===== src/rtl/irrigation_pkg.sv =====
// Shared tank sequencing types: state codes, level limits and fill target.
// The display selector imports the same state codes.
package irrigation_pkg;

    typedef enum logic [2:0] {
        IDLE     = 3'd0,
        FILL     = 3'd1,
        IRRIGATE = 3'd2,
        MIX      = 3'd3,
        CLEAN    = 3'd4,
        FAULT    = 3'd5
    } stateT;

    typedef enum logic {
        TGT_IRRIGATE = 1'b0,
        TGT_MIX      = 1'b1
    } targetT;

    localparam logic [1:0] LVL_EMPTY = 2'd0;
    localparam logic [1:0] LVL_FULL  = 2'd3;

endpackage


===== src/rtl/tank_cycle_scheduler_if.sv =====
// Sensor inputs and actuator/status outputs of the tank scheduler.
// The master side drives sensors; the slave side is the scheduler.
interface tank_cycle_scheduler_if;

    logic       Us;
    logic       Adub;
    logic [1:0] Lvl;
    logic       Ve;
    logic       Rega_en;
    logic       Mist;
    logic       Limp;
    logic       Busy;
    logic       Fault;
    logic [2:0] State;

    modport master (
        output Us, Adub, Lvl,
        input  Ve, Rega_en, Mist, Limp,
        input  Busy, Fault, State
    );

    modport slave (
        input  Us, Adub, Lvl,
        output Ve, Rega_en, Mist, Limp,
        output Busy, Fault, State
    );

endinterface


===== src/rtl/tank_cycle_scheduler_tick_gen.sv =====
// Tick prescaler: one-cycle pulse every TICK_DIV clocks.
// A synchronous clear restarts the period from zero.
module tick_gen #(
    parameter int TICK_DIV = 50_000_000
) (
    input  logic Clk,
    input  logic Rst,
    input  logic clr,
    output logic tick
);

    localparam int W = (TICK_DIV > 1) ? $clog2(TICK_DIV) : 1;
    localparam logic [W-1:0] LAST = W'(TICK_DIV - 1);

    logic [W-1:0] cnt;

    always_ff @(posedge Clk or negedge Rst) begin
        if (!Rst)
            cnt <= '0;
        else if (clr || cnt == LAST)
            cnt <= '0;
        else
            cnt <= cnt + 1'b1;
    end

    assign tick = (cnt == LAST);

endmodule


===== src/rtl/tank_cycle_scheduler.sv =====
// Shared water tank scheduler: grants the tank to cleaning, mixing
// or irrigation, refills when low, and latches a fill-timeout fault.
module tank_cycle_scheduler
    import irrigation_pkg::*;
#(
    parameter int TICK_DIV     = 50_000_000,
    parameter int FILL_TIMEOUT = 15,
    parameter int MIX_TICKS    = 8,
    parameter int CLEAN_TICKS  = 4
) (
    input  logic                   Clk,
    input  logic                   Rst,
    tank_cycle_scheduler_if.slave  io
);

    localparam logic [3:0] FILL_LAST  = 4'(FILL_TIMEOUT - 1);
    localparam logic [3:0] MIX_LAST   = 4'(MIX_TICKS - 1);
    localparam logic [3:0] CLEAN_LAST = 4'(CLEAN_TICKS - 1);

    stateT      state;
    targetT     target;
    logic       adubPrev;
    logic       adubPend;
    logic       cleanPend;
    logic [3:0] dwell;
    logic       tick;
    logic       leave;

    logic adubRise;
    logic adubReq;
    logic full;
    logic empty;

    assign adubRise = io.Adub & ~adubPrev;
    assign adubReq  = adubPend | adubRise;
    assign full     = (io.Lvl == LVL_FULL);
    assign empty    = (io.Lvl == LVL_EMPTY);

    // Any state change restarts the prescaler so dwells are exact
    always_comb begin
        leave = 1'b0;
        unique case (state)
            IDLE:     leave = cleanPend | adubReq | io.Us;
            FILL:     leave = full | (tick && dwell == FILL_LAST);
            IRRIGATE: leave = ~io.Us | empty;
            MIX:      leave = tick && dwell == MIX_LAST;
            CLEAN:    leave = tick && dwell == CLEAN_LAST;
            default:  leave = 1'b0;
        endcase
    end

    tick_gen #(
        .TICK_DIV (TICK_DIV)
    ) u_tick (
        .Clk  (Clk),
        .Rst  (Rst),
        .clr  (leave),
        .tick (tick)
    );

    always_ff @(posedge Clk or negedge Rst) begin
        if (!Rst) begin
            state     <= IDLE;
            target    <= TGT_IRRIGATE;
            adubPrev  <= 1'b1;
            adubPend  <= 1'b0;
            cleanPend <= 1'b0;
            dwell     <= 4'd0;
        end else begin
            adubPrev <= io.Adub;
            if (adubRise)
                adubPend <= 1'b1;

            if (leave)
                dwell <= 4'd0;
            else if (tick && dwell != 4'hF)
                dwell <= dwell + 4'd1;

            // MIX entry clears adubPend after the edge-set above
            unique case (state)
                IDLE: begin
                    if (cleanPend) begin
                        state     <= CLEAN;
                        cleanPend <= 1'b0;
                    end else if (adubReq) begin
                        if (full) begin
                            state    <= MIX;
                            adubPend <= 1'b0;
                        end else begin
                            state  <= FILL;
                            target <= TGT_MIX;
                        end
                    end else if (io.Us) begin
                        if (!empty) begin
                            state <= IRRIGATE;
                        end else begin
                            state  <= FILL;
                            target <= TGT_IRRIGATE;
                        end
                    end
                end
                FILL: begin
                    if (full) begin
                        if (target == TGT_MIX) begin
                            state    <= MIX;
                            adubPend <= 1'b0;
                        end else begin
                            state <= IRRIGATE;
                        end
                    end else if (leave) begin
                        state <= FAULT;
                    end
                end
                IRRIGATE: begin
                    if (leave)
                        state <= IDLE;
                end
                MIX: begin
                    if (leave) begin
                        state     <= IDLE;
                        cleanPend <= 1'b1;
                    end
                end
                CLEAN: begin
                    if (leave)
                        state <= IDLE;
                end
                default: state <= FAULT;
            endcase
        end
    end

    assign io.Ve      = (state == FILL);
    assign io.Rega_en = (state == IRRIGATE);
    assign io.Mist    = (state == MIX);
    assign io.Limp    = (state == CLEAN);
    assign io.Busy    = (state != IDLE);
    assign io.Fault   = (state == FAULT);
    assign io.State   = state;

endmodule


===== src/flat_wrapper.sv =====
// flat-port wrapper written by rule: the top's interface ports become plain ports
module tank_cycle_scheduler_flat import irrigation_pkg::*;
#(
    parameter int TICK_DIV     = 50_000_000,
    parameter int FILL_TIMEOUT = 15,
    parameter int MIX_TICKS    = 8,
    parameter int CLEAN_TICKS  = 4
)
  (Clk, Rst, io_Us, io_Adub, io_Lvl, io_Ve, io_Rega_en, io_Mist, io_Limp, io_Busy, io_Fault, io_State);
  tank_cycle_scheduler_if io_i ();
  input  logic Clk;
  input  logic Rst;
  input wire logic [$bits(io_i.Us)-1:0] io_Us;
  input wire logic [$bits(io_i.Adub)-1:0] io_Adub;
  input wire logic [$bits(io_i.Lvl)-1:0] io_Lvl;
  output wire logic [$bits(io_i.Ve)-1:0] io_Ve;
  output wire logic [$bits(io_i.Rega_en)-1:0] io_Rega_en;
  output wire logic [$bits(io_i.Mist)-1:0] io_Mist;
  output wire logic [$bits(io_i.Limp)-1:0] io_Limp;
  output wire logic [$bits(io_i.Busy)-1:0] io_Busy;
  output wire logic [$bits(io_i.Fault)-1:0] io_Fault;
  output wire logic [$bits(io_i.State)-1:0] io_State;
  assign io_i.Us = io_Us;
  assign io_i.Adub = io_Adub;
  assign io_i.Lvl = io_Lvl;
  assign io_Ve = io_i.Ve;
  assign io_Rega_en = io_i.Rega_en;
  assign io_Mist = io_i.Mist;
  assign io_Limp = io_i.Limp;
  assign io_Busy = io_i.Busy;
  assign io_Fault = io_i.Fault;
  assign io_State = io_i.State;
  tank_cycle_scheduler #(.TICK_DIV(TICK_DIV), .FILL_TIMEOUT(FILL_TIMEOUT), .MIX_TICKS(MIX_TICKS), .CLEAN_TICKS(CLEAN_TICKS)) u_core (.Clk(Clk), .Rst(Rst), .io(io_i));
endmodule

===== config.mk =====
export PLATFORM = sky130hd
export DESIGN_NAME = tank_cycle_scheduler_flat
export DESIGN_NICKNAME = d
export VERILOG_FILES = /design/src/rtl/irrigation_pkg.sv /design/src/rtl/tank_cycle_scheduler_if.sv /design/src/rtl/tank_cycle_scheduler_tick_gen.sv /design/src/rtl/tank_cycle_scheduler.sv /design/src/flat_wrapper.sv
export SDC_FILE = /design/constraint.sdc
export NUM_CORES = 1
export LEC_CHECK = 0
export BUFFER_PORTS_ARGS = -buffer_cell sky130_fd_sc_hd__buf_2
export CORE_ASPECT_RATIO = 0.9
export CORE_MARGIN = 2
export CORE_UTILIZATION = 35
export DETAILED_ROUTE_END_ITERATION = 8
export MAX_ROUTING_LAYER = met4
export PLACE_DENSITY = 0.53
export SETUP_SLACK_MARGIN = 0.15
export SYNTH_ARGS = -nofsm -noshare
export SYNTH_HDL_FRONTEND = slang
export SYNTH_SLANG_ARGS = --single-unit
export TNS_END_PERCENT = 5

===== constraint.sdc =====
create_clock -name Clk -period 2.01 [get_ports Clk]
set_input_delay 0.3015 -clock Clk [delete_from_list [all_inputs] [get_ports Clk]]
set_output_delay 0.3015 -clock Clk [all_outputs]
set_load 0.01 [all_outputs]

* Yosys cells after proc, flatten, opt, wreduce, memory -nomap -nowiden *
Index checks and enable logic that the tools add are counted.

word-level totals
  bits in latches = 0
  input port bits = 6
  bits in registers = 37
  word-level logic and storage cells = 77
  memories kept = 0
  memory bits (writable) = 0
  memory bits (read-only) = 0

operators by class
  magnitude comparators = 0
  reduce and logical (&&, ||, !) cells = 16
  $add $sub $neg = 2
  multiplexer cells = 27
  multiply operators = 0
  bitwise operators = 9
  equal/unequal tests = 16
  div/mod/pow operators = 0
  shifts and indexed selects = 0

operators by type and width
  operator               count
  $add 26x1->26 const B  1
  $eq 26x26->1 const B   1
  $mux 26                1
  $mux 3                 6
  $mux 1                 12
  $pmux 3 s3             1
  $mux 4                 2
  $reduce_bool 2->1      4
  $eq 3x2->1 const B     2
  $eq 3x3->1 const B     2
  $or 1x1->1             5
  $pmux 1 s5             1
  $reduce_and 5->1       1
  $add 4x1->4 const B    1
  $eq 4x2->1 const B     1
  $eq 4x3->1 const B     1
  $eq 4x4->1 const B     1
  $logic_and 1x1->1      4
  $mux 2                 2
  $ne 2x1->1 const B     2
  $ne 4x2->1 const B     1
  $ne 4x4->1 const B     1
  $pmux 1 s2             2
  $eq 3x1->1 const B     1
  other kinds (12)       14

* Logic depth before layout (Yosys ltp) *
Gate-level depths: netlist of the first run.

  depth after elaboration = 9
  depth in mapped cells = 7

* Hierarchy *
Synthesis of the first run repeated with hierarchy kept, for this count alone.

second synthesis, totals
  cells, all modules = 229
  area, all modules = 2,105.8 µm²

modules (own cells, without submodules)
  module                area an instance (µm²)  cells an instance  sequential area each (µm²)  instances
  tick_gen              1,385.1                 144                650.6                       1
  tank_cycle_scheduler  720.7                   85                 276.5                       1

* Least setup slack after synthesis of the first run *
No wires, ideal clock.

  path type = reg-to-reg
  start = reg u_core.state[1] (netlist: u_core.io.State[1])
  end = reg u_core.state[2] (netlist: u_core.io.State[2])
  cell stages (with the launch flop) = 7
  arrival time = 1,813 ps
  required time = 1,890 ps
  path slack = 77 ps
  cells stage by stage = dfrtp_1 > clkbuf_1 > nor3b_1 > nand4_1 > a211oi_2 > a21oi_1 > a41o_1

on the way
  longest elaborated chain between the ends = 4
  elaborated cells between the ends (all ways) = 12

RTL lines
  element                                                    RTL line                    text
  start: declaration                                         tank_cycle_scheduler.sv:20  stateT state;
  start signal: assignment                                   tank_cycle_scheduler.sv:63  state <= IDLE;
  start signal: assignment                                   tank_cycle_scheduler.sv:83  state <= CLEAN;
  start signal: assignment                                   tank_cycle_scheduler.sv:87  state <= MIX;
  $eq 3x1->1 *                                               -
  net io_Ve                                                  flat_wrapper.sv:16          output wire logic [$bits(io_i.Ve)-1:0] io_Ve;
  $pmux 1 s5                                                 tank_cycle_scheduler.sv:42  unique case (state)
  $ne 3x1->1 (no source line) or $ne 2x1->1 (tied branches)  -
  $reduce_and 3->1 (no source line)                          -

The timed path passes the listed nets; every way through them passes the cells marked *.
A chain may end at the register's enable or synchronous reset.

* Worst setup path after layout of the first run *
  start = reg u_core.u_tick.cnt[0]
  end = reg u_core.dwell[1]

on the way
  longest elaborated chain between the ends = 5
  elaborated cells between the ends (all ways) = 9

RTL lines
  element                                      RTL line                             text
  start: declaration                           tank_cycle_scheduler_tick_gen.sv:15  logic [W-1:0] cnt;
  start signal: assignment                     tank_cycle_scheduler_tick_gen.sv:23  cnt <= cnt + 1'b1;
  $eq 26x26->1 *                               tank_cycle_scheduler_tick_gen.sv:26  assign tick = (cnt == LAST);
  $logic_and 1x1->1                            tank_cycle_scheduler.sv:44           FILL: leave = full | (tick && dwell == FILL_LAST);
  $or 1x1->1                                   tank_cycle_scheduler.sv:44
  $pmux 1 s5                                   tank_cycle_scheduler.sv:42
  $mux 4 or $reduce_bool 2->1 (tied branches)  -
  end signal: assignment                       tank_cycle_scheduler.sv:77           dwell <= dwell + 4'd1;
  end: declaration                             tank_cycle_scheduler.sv:25           logic [3:0] dwell;

Every way passes the cells marked *; elsewhere a longest branch is shown, timed or not.

==> flow_summary.yaml, run 1 <==
cts:
  cts_buffers: 5
  cts_tree: "built"
  clk_pin_slew_ps: 80
  htree_levels: 2
  cts_buffer_depth: 2
  root_buffer: "clkbuf_8"
  hold_buffers: 0
  clk_latency_ps: 290
  cts_sinks: 37
run:
  maxCapViolations: 0
synth:
  netlist_area_um2: 2030
  ys_seq_elements: 37
  synth_area_per_cell_um2: 9.37
  netlist_instances: 217
  synth_nets: 226
  ys_warn_count: 0
  async_reset_ff_frac: 1.00
  synth_cell_types: 49
  yosysTopAreaCell: "dfrtp_1"
  ys_seq_area_frac: 0.456
  synth_top_area_frac: 0.443
  synth_area_leaders: "dfrtp_1, nor2_1, xor2_1"
  synthFlopType: "dfrtp_1"
  synth.most_common_cell: "nor2_1"
  synth_common_cells: "nor2_1, dfrtp_1, xor2_1"
  synth-edff-count: 0
cells_and_area:
  antenna_cells: 0
  areaGrowthSynthToFinish_pct: 27.1
  drive_above_1_share: 0.277
  final_nets: 264
  final_area_um2: 2580
worst_setup_path:
  crit_fanout: 4
  critPathTopFamily: "simple AND/OR/NAND/NOR gates"
  worstReg2RegStart: "u_core.u_tick.cnt[0]$_DFF_PN0_"
  cp_slowest_cell: "or4_4"
  crit_buf_inv: 0
  rr_worst_depth: 6
  cp-start-kind: "flip-flop"
  slowest_delay_ps: 540
  worstPathRequired_ps: 2190
  end_kind: "flip-flop"
  path_cells: "ha_4 > nand3_4 > or4_4 > a311o_1 > mux2i_1 > nor2_1"
  cp.arrival_ps: 2150
  r2r_end: "u_core.dwell[1]$_DFFE_PN0P_"
  rrSetupSlack_ps: 40
  critical_path_class: "reg2reg"
routing:
  wl_met3_um: 136
  drc: 0
  wl_met1_um: 2240
  viasPerCell: 5.02
  dr.first_iter.drc_count: 81
  via_count: 1638
  first_pass_iters: 4
  dr_wl_met2_um: 2010
  top_layer: "met4"
  wirelength_um: 4400
  antenna_left: 0
  routedWlPerCell_um: 13.5
power_and_ir_drop:
  p_leak_nw: 1.13
  ir_drop_mv: 0.469
  powerDensity_nw_per_um2: 951
floorplanning:
  rows: 26
  core_region_area_um2: 5660
  initial_core_util: 0.359
  ios: 15
  dieArea_um2: 6440
  die_w_um: 84.3
  die_h_um: 76.3
timing:
  finalHoldViolCount: 0
  fin_hold_ws_ps: 51.6
  skew_ps: 6.97
  period_share: 0.982
  setup_viol: 0
  clock.fmax_mhz: 507
  final_max_slew_viol_count: 0
  rsz0062_at_grt: "true"
  worstMarginPinSlew_ps: 481
  fin_ws_ps: 36.5
  slew_headroom: 0.680
  period_minus_slack_ps: 1970
status:
  run_status: "finished, final reports clean"
placed_design:
  io_buffers: 14
  place_area_um2: 2340
  place_ws_ps: -6.28
  gp_congestion: 0.857
  dp_hpwl_um: 2940
min_path:
  min_path_type: "in2async"
global_routing:
  grt-ovfl-total: 0
  grt_usage: 0.148
  grt_pass1_wl_um: 7450
  grt_pass1_vias: 1566
  antenna_found_initial: 0
  grt_max_degree: 38
kinds of logic after synthesis:
family | synth area share
AOI/OAI and AO/OA | 0.0929
xor gates and xnor gates | 0.108
adders and majority gates | 0.0234
buffers and inverters | 0.0314
DFF | 0.456
muxes | 0.00492
and+or+nand+nor | 0.284
power breakdown:
part	switching (mW)	internal, mW	leakage [nW]
Sequential	0.142	0.855	0.488
Clock	0.275	0.405	0.0585
Combinational	0.400	0.382	0.582
state kept, by name, indices dropped and copies added (netlist names):
signal / cells
u_core.u_tick.cnt: 26
u_core.dwell: 4
u_core.io.State: 3
u_core.adubPend: 1
u_core.adubPrev: 1
u_core.cleanPend: 1
u_core.target: 1
worst max path at each step:
| stage | startpoint | to | depth (start not counted) |
|---|---|---|---|
| floorplan | u_core.dwell[1]$_DFFE_PN0P_ | u_core.io.State[2]$_DFFE_PN0P_ | 6 |
| global placement | u_core.u_tick.cnt[0]$_DFF_PN0_ | u_core.u_tick.cnt[24]$_DFF_PN0_ | 6 |
| detailed placement | u_core.u_tick.cnt[0]$_DFF_PN0_ | u_core.u_tick.cnt[3]$_DFF_PN0_ | 6 |
| CTS | u_core.u_tick.cnt[0]$_DFF_PN0_ | u_core.dwell[3]$_DFFE_PN0P_ | 6 |
| global route | u_core.u_tick.cnt[0]$_DFF_PN0_ | u_core.io.State[2]$_DFFE_PN0P_ | 6 |
| finish | u_core.u_tick.cnt[0]$_DFF_PN0_ | u_core.dwell[1]$_DFFE_PN0P_ | 6 |
through the flow:
stage | std cells | total power, mW | setup TNS [ps] | utilization
CTS | 325 | 2.38 | 0 | 0.442
finish | 326 | 2.46 | 0 | 0.457
floorplan | 217 | 1.41 | 0 | -
global route | 326 | 2.63 | -51.0 | 0.457
global placement | 315 | 1.65 | 0 | 0.413
detailed placement | 315 | 1.65 | -12.5 | 0.413
timing repair:
action | CTS | global route
pin swaps | 5 | 13
buffers inserted | 2 | 1
setup endpoints to repair | 33 | 36
gates resized for setup | 5 | 19
final cells by class:
class                      instances  area [um^2]
fill                             553         3080
multi-input combinational        165         1180
sequential                        37          928
timing repair buffer              37          243
tap                               70         87.6
clock buffer                       7         86.3
inverter                           9         33.8
clock inverter                     1         30.0
layer usage:
layer  global-route usage  up-vias
met5                    -        -
met4               0.0365        0
met3               0.0466        2
met2                0.212       23
met1                0.204      781
li1                     -      832
placed cells by master (no fill, tap or decap), types with 9 or more instances in the layout:
| master | synthesis | routed |
|---|---|---|
| a21oi_1 | 9 | 9 |
| buf_2 | 0 | 14 |
| buf_4 | 2 | 23 |
| dfrtp_1 | 36 | 35 |
| inv_1 | 9 | 9 |
| nand2_1 | 10 | 10 |
| nand3_1 | 12 | 11 |
| nor2_1 | 41 | 33 |
| xor2_1 | 17 | 17 |
(Power assumes the default switching activity.)
==> inputs of run 2 (changes only) <==
==> constraint.sdc (replaced) <==
create_clock -name Clk -period 2 [get_ports Clk]
set_input_delay 0.3 -clock Clk [delete_from_list [all_inputs] [get_ports Clk]]
set_output_delay 0.3 -clock Clk [all_outputs]
set_load 0.01 [all_outputs]
==> run 2 against run 1 <==
- cell area decreased by 2.6%
- fmax increased by 2.4%
- core utilization shrank 1.2 points
- register-to-register slack improved by 40 ps
- worst setup slack better by 37 ps
- non-clock buffer count grew 1
- sequential share of layout area increased by 0.90 points
- global-route usage down 0.79 points
- via count increased by 0.92%
- first-iteration DRC count grew 20%
- largest power group unchanged
==> flow_summary.yaml, run 2 (same netlist as run 1, synthesis figures left out) <==
cells_and_area:
  layout_common_cells: "nor2_1, dfrtp_1, buf_4, xor2_1, buf_2"
  regMostFlops: "u_core.u_tick.cnt"
  layout_commonest_cell: "nor2_1"
  largest_register_ffs: 26
  drive_above_1_share: 0.241
  final_core_util: 0.445
  fillers: 568
  antenna_cells: 0
  final_nets: 265
  areaGrowthSynthToFinish_pct: 23.9
routing:
  viasPerCell: 5.06
  antenna_left: 0
  routedWlPerCell_um: 13.0
  dr.first_iter.drc_count: 97
  wirelength_um: 4270
  first_pass_iters: 4
  drc: 0
  via_count: 1653
worst_setup_path:
  worstPathRequired_ps: 2220
  rr_worst_depth: 6
  crit_fanout: 6
  slowest_delay_ps: 540
  cp.arrival_ps: 2150
  cp_slowest_cell: "or4_4"
  cp-start-kind: "flip-flop"
  path_cells: "ha_2 > nand3_2 > or4_4 > a211oi_4 > or2b_4 > a41o_1"
  crit_buf_inv: 0
  rrSetupSlack_ps: 70
  critPathTopFamily: "simple AND/OR/NAND/NOR gates"
  r2r_end: "u_core.io.State[2]$_DFFE_PN0P_"
  critical_path_class: "reg2reg"
  worstReg2RegStart: "u_core.u_tick.cnt[1]$_DFF_PN0_"
  end_kind: "flip-flop"
timing:
  finalHoldViolCount: 0
  setup_viol: 0
  fin_hold_ws_ps: 47.7
  slew_headroom: 0.683
  rsz0062_at_grt: "true"
  period_minus_slack_ps: 1930
  clock.fmax_mhz: 519
  worstMarginPinSlew_ps: 476
  final_max_slew_viol_count: 0
  skew_ps: 10.5
  period_share: 0.963
cts:
  hold_buffers: 0
  cts_tree: "built"
  cts_sinks: 37
  htree_levels: 2
  clk_latency_ps: 290
  root_buffer: "clkbuf_8"
  clk_pin_slew_ps: 80
  cts_buffers: 5
  cts_buffer_depth: 2
power_and_ir_drop:
  ir_drop_mv: 0.505
  p_leak_nw: 1.13
  powerDensity_nw_per_um2: 942
global_routing:
  grt_pass1_wl_um: 7050
  grt_use_met2: 0.198
  grt_max_degree: 38
  grt_usage: 0.140
  met3_usage: 0.0368
  grt-ovfl-total: 0
  busiest_layer: "met2"
  grt_pass1_vias: 1463
  use_met1: 0.195
  antenna_found_initial: 0
floorplanning:
  dieArea_um2: 6440
  core_region_area_um2: 5660
  die_w_um: 84.3
  ios: 15
  initial_core_util: 0.359
  rows: 26
  die_h_um: 76.3
status:
  run_status: "finished, final reports clean"
placed_design:
  io_buffers: 14
  dp_hpwl_um: 2850
  gp_congestion: 0.830
run:
  maxCapViolations: 0
min_path:
  min_path_type: "in2async"
run 2: cell count changes in the layout (fill, tap and decap cells not counted), sizes merged:
cell / delta
buf: +1
clkinv: +1
clkbuf: -1
run 2: per-stage QoR:
| step | setup slack, ps | power [mW] | cell area (um^2) | cells | setup TNS [ps] |
|---|---|---|---|---|---|
| 2_1_floorplan | 140 | 1.42 | 2070 | 217 | 0 |
| 3_3_place_gp | 17.1 | 1.65 | 2330 | 313 | 0 |
| 3_5_place_dp | 2.71 | 1.64 | 2330 | 313 | 0 |
| 4_1_cts | 24.0 | 2.36 | 2470 | 325 | 0 |
| 5_1_grt | -4.54 | 2.52 | 2520 | 327 | -4.54 |
| 6_report | 73.5 | 2.37 | 2520 | 327 | 0 |
run 2: worst max-delay path by stage:
stage,start,end,slack (ps),cells after the start
floorplan,u_core.u_tick.cnt[0]$_DFF_PN0_,u_core.dwell[3]$_DFFE_PN0P_,140,6
global placement,u_core.u_tick.cnt[0]$_DFF_PN0_,u_core.io.State[2]$_DFFE_PN0P_,20,6
detailed placement,u_core.u_tick.cnt[0]$_DFF_PN0_,u_core.io.State[2]$_DFFE_PN0P_,3,6
CTS,u_core.u_tick.cnt[0]$_DFF_PN0_,u_core.io.State[2]$_DFFE_PN0P_,20,6
global route,u_core.u_tick.cnt[1]$_DFF_PN0_,u_core.dwell[3]$_DFFE_PN0P_,-5,6
finish,u_core.u_tick.cnt[1]$_DFF_PN0_,u_core.io.State[2]$_DFFE_PN0P_,70,6
run 2: timing repair:
action | CTS | global route
pin swaps | 3 | 4
setup buffers | 4 | 2
resized for setup | 2 | 4
endpoints found under the setup margin | 32 | 33
run 2: routing by layer:
layer,wire length (um),part of all wire
met2,1890,0.44
met1,2150,0.50
met4,66,0.015
met3,154,0.036
met5,0,0
run 2: area by class of cell:
cell class | instances | area (um^2) | share of cell area
Clock inverter | 2 | 38.8 | 0.0154
Tap cell | 70 | 87.6 | 0.0348
Clock buffer | 6 | 72.6 | 0.0288
Multi-Input combinational cell | 165 | 1110 | 0.440
Sequential cell | 37 | 927 | 0.368
Inverter | 9 | 33.8 | 0.0134
Timing Repair Buffer | 38 | 250 | 0.0994
run 2: report_power, final:
part	internal (mW)	switching, mW
registers	0.857	0.121
clock network	0.374	0.276
logic	0.361	0.381
total	1.59	0.779
==> inputs of run 3 (changes only) <==
--- a/config.mk
+++ b/config.mk
@@ -11,7 +11,7 @@
 export CORE_UTILIZATION = 35
 export DETAILED_ROUTE_END_ITERATION = 8
 export MAX_ROUTING_LAYER = met4
-export PLACE_DENSITY = 0.53
+export PLACE_DENSITY = 0.62
 export SETUP_SLACK_MARGIN = 0.15
 export SYNTH_ARGS = -nofsm -noshare
 export SYNTH_HDL_FRONTEND = slang
==> run 3 against run 2 <==
- fmax down 1.2%
- sequential share of layout area up 0.44 points
- critical path depth unchanged
- register-to-register slack worse by 20 ps
- non-clock buffer count down 5
- worst setup slack worse by 22 ps
- first-iteration DRC count down 16%
- global-route usage up 0.25 points
- count of clock-buffer cells in the layout up 1
- clock skew down 2.9 ps
- sequential cell count unchanged
- core utilization down 0.53 points
- critical path type unchanged
- largest cell class unchanged
- highest routed layer unchanged
==> flow_summary.yaml, run 3 (same netlist as run 1, synthesis figures left out) <==
global_routing:
  grt_pass1_wl_um: 7140
  grt-ovfl-total: 0
  grt_usage: 0.142
  grt_pass1_vias: 1521
  antenna_found_initial: 0
  grt_max_degree: 38
timing:
  period_share: 0.974
  skew_ps: 7.57
  finalHoldViolCount: 0
  worstMarginPinSlew_ps: 815
  period_minus_slack_ps: 1950
  final_max_slew_viol_count: 0
  rsz0062_at_grt: "true"
  slew_headroom: 0.457
  clock.fmax_mhz: 513
  setup_tns_ps: 0
  setup_viol: 0
cts:
  cts_buffer_depth: 2
  cts_sinks: 37
  root_buffer: "clkbuf_8"
  clk_pin_slew_ps: 80
  cts_buffers: 5
  clk_latency_ps: 300
  cts_tree: "built"
  htree_levels: 2
cells_and_area:
  drive_above_1_share: 0.230
  layout_commonest_cell: "nor2_1"
  areaGrowthSynthToFinish_pct: 22.4
  final_nets: 260
  final_area_um2: 2490
  antenna_cells: 0
  largest_register_ffs: 26
  regMostFlops: "u_core.u_tick.cnt"
  final_core_util: 0.440
  layout_common_cells: "nor2_1, dfrtp_1, buf_4, xor2_1, buf_2"
power_and_ir_drop:
  clock_power_share: 0.280
  power_frac_seq: 0.412
  p_sw_uw: 765
  fin_total_pwr_mw: 2.40
  internal_power_mw: 1.64
  power_switching_share: 0.318
  combPwrFrac: 0.308
  powerDensity_nw_per_um2: 966
  p_leak_nw: 1.11
  ir_drop_mv: 0.315
routing:
  antenna_left: 0
  dr.first_iter.drc_count: 81
  routedWlPerCell_um: 13.1
  viasPerCell: 5.09
  first_pass_iters: 4
  drc: 0
  wirelength_um: 4210
  via_count: 1638
floorplanning:
  die_h_um: 76.3
  initial_core_util: 0.359
  die_w_um: 84.3
  rows: 26
  core_region_area_um2: 5660
  dieArea_um2: 6440
  ios: 15
run:
  maxCapViolations: 0
worst_setup_path:
  cp-startpoint: "u_core.u_tick.cnt[1]$_DFF_PN0_"
  rr_worst_depth: 6
  cp-start-kind: "flip-flop"
  r2r_end: "u_core.io.State[2]$_DFFE_PN0P_"
  worstReg2RegStart: "u_core.u_tick.cnt[1]$_DFF_PN0_"
  critical_path_class: "reg2reg"
  cp.arrival_ps: 2140
  end_kind: "flip-flop"
  rrSetupSlack_ps: 50
  crit_fanout: 5
  worstPathRequired_ps: 2190
status:
  run_status: "finished, final reports clean"
min_path:
  min_path_type: "in2async"
placed_design:
  place_area_um2: 2300
  io_buffers: 14
  dp_hpwl_um: 2940
  gp_congestion: 0.846
-- run 3: timing repair --
item,in CTS,in global routing
pin swaps,6,4
hold buffers,0,0
endpoints found under the setup margin,32,35
cloned,0,0
gates resized for setup,6,1
buffers inserted,2,3
-- run 3: layout make-up --
type	instances	area, um^2
tap	70	87.6
inverter	9	33.8
multi-input combinational	165	1110
fill	570	3170
sequential	37	927
timing repair buffer	33	213
clock buffer	7	86.3
clock inverter	1	30.0
-- run 3: power by group through the flow --
stage | Clock (mW) | Combinational [mW] | Sequential (mW)
6_report | 0.674 | 0.741 | 0.990
5_1_grt | 0.721 | 0.816 | 1.01
4_1_cts | 0.689 | 0.691 | 0.986
3_5_place_dp | 0 | 0.651 | 1.00
3_3_place_gp | 0 | 0.647 | 1.00
2_1_floorplan | 0 | 0.438 | 0.978
-- run 3: how the worst max path moves through the flow --
stage,end,slack (ps),cells after the start
3_3_place_gp,u_core.u_tick.cnt[22]$_DFF_PN0_,70,6
4_1_cts,u_core.io.State[2]$_DFFE_PN0P_,70,6
2_1_floorplan,u_core.dwell[3]$_DFFE_PN0P_,140,6
5_1_grt,u_core.io.State[2]$_DFFE_PN0P_,-8,6
3_5_place_dp,u_core.u_tick.cnt[2]$_DFF_PN0_,50,6
6_report,u_core.io.State[2]$_DFFE_PN0P_,50,6
-- run 3: routing by layer --
layer | up-vias | GRT usage | wire [um]
li1 | 826 | - | -
met1 | 790 | 0.194 | 2080
met2 | 15 | 0.203 | 1950
met3 | 7 | 0.0358 | 106
met4 | 0 | 0.0556 | 70
met5 | - | - | 0
-- run 3: stage by stage --
stage	hold slack, ps	cells	setup slack, ps
finish	87.8	322	51.0
global route	109	322	-8.33
CTS	106	319	66.1
detailed placement	420	309	50.4
global placement	419	309	71.9
floorplan	4.41	217	140
-- run 3: worst max-delay path, cell delays in order (launching register included) --
cell,delay (ps)
dfrtp_1,360
ha_2,210
nand3_2,90
or4_4,540
a211oi_4,310
a21oi_1,120
a41o_1,200
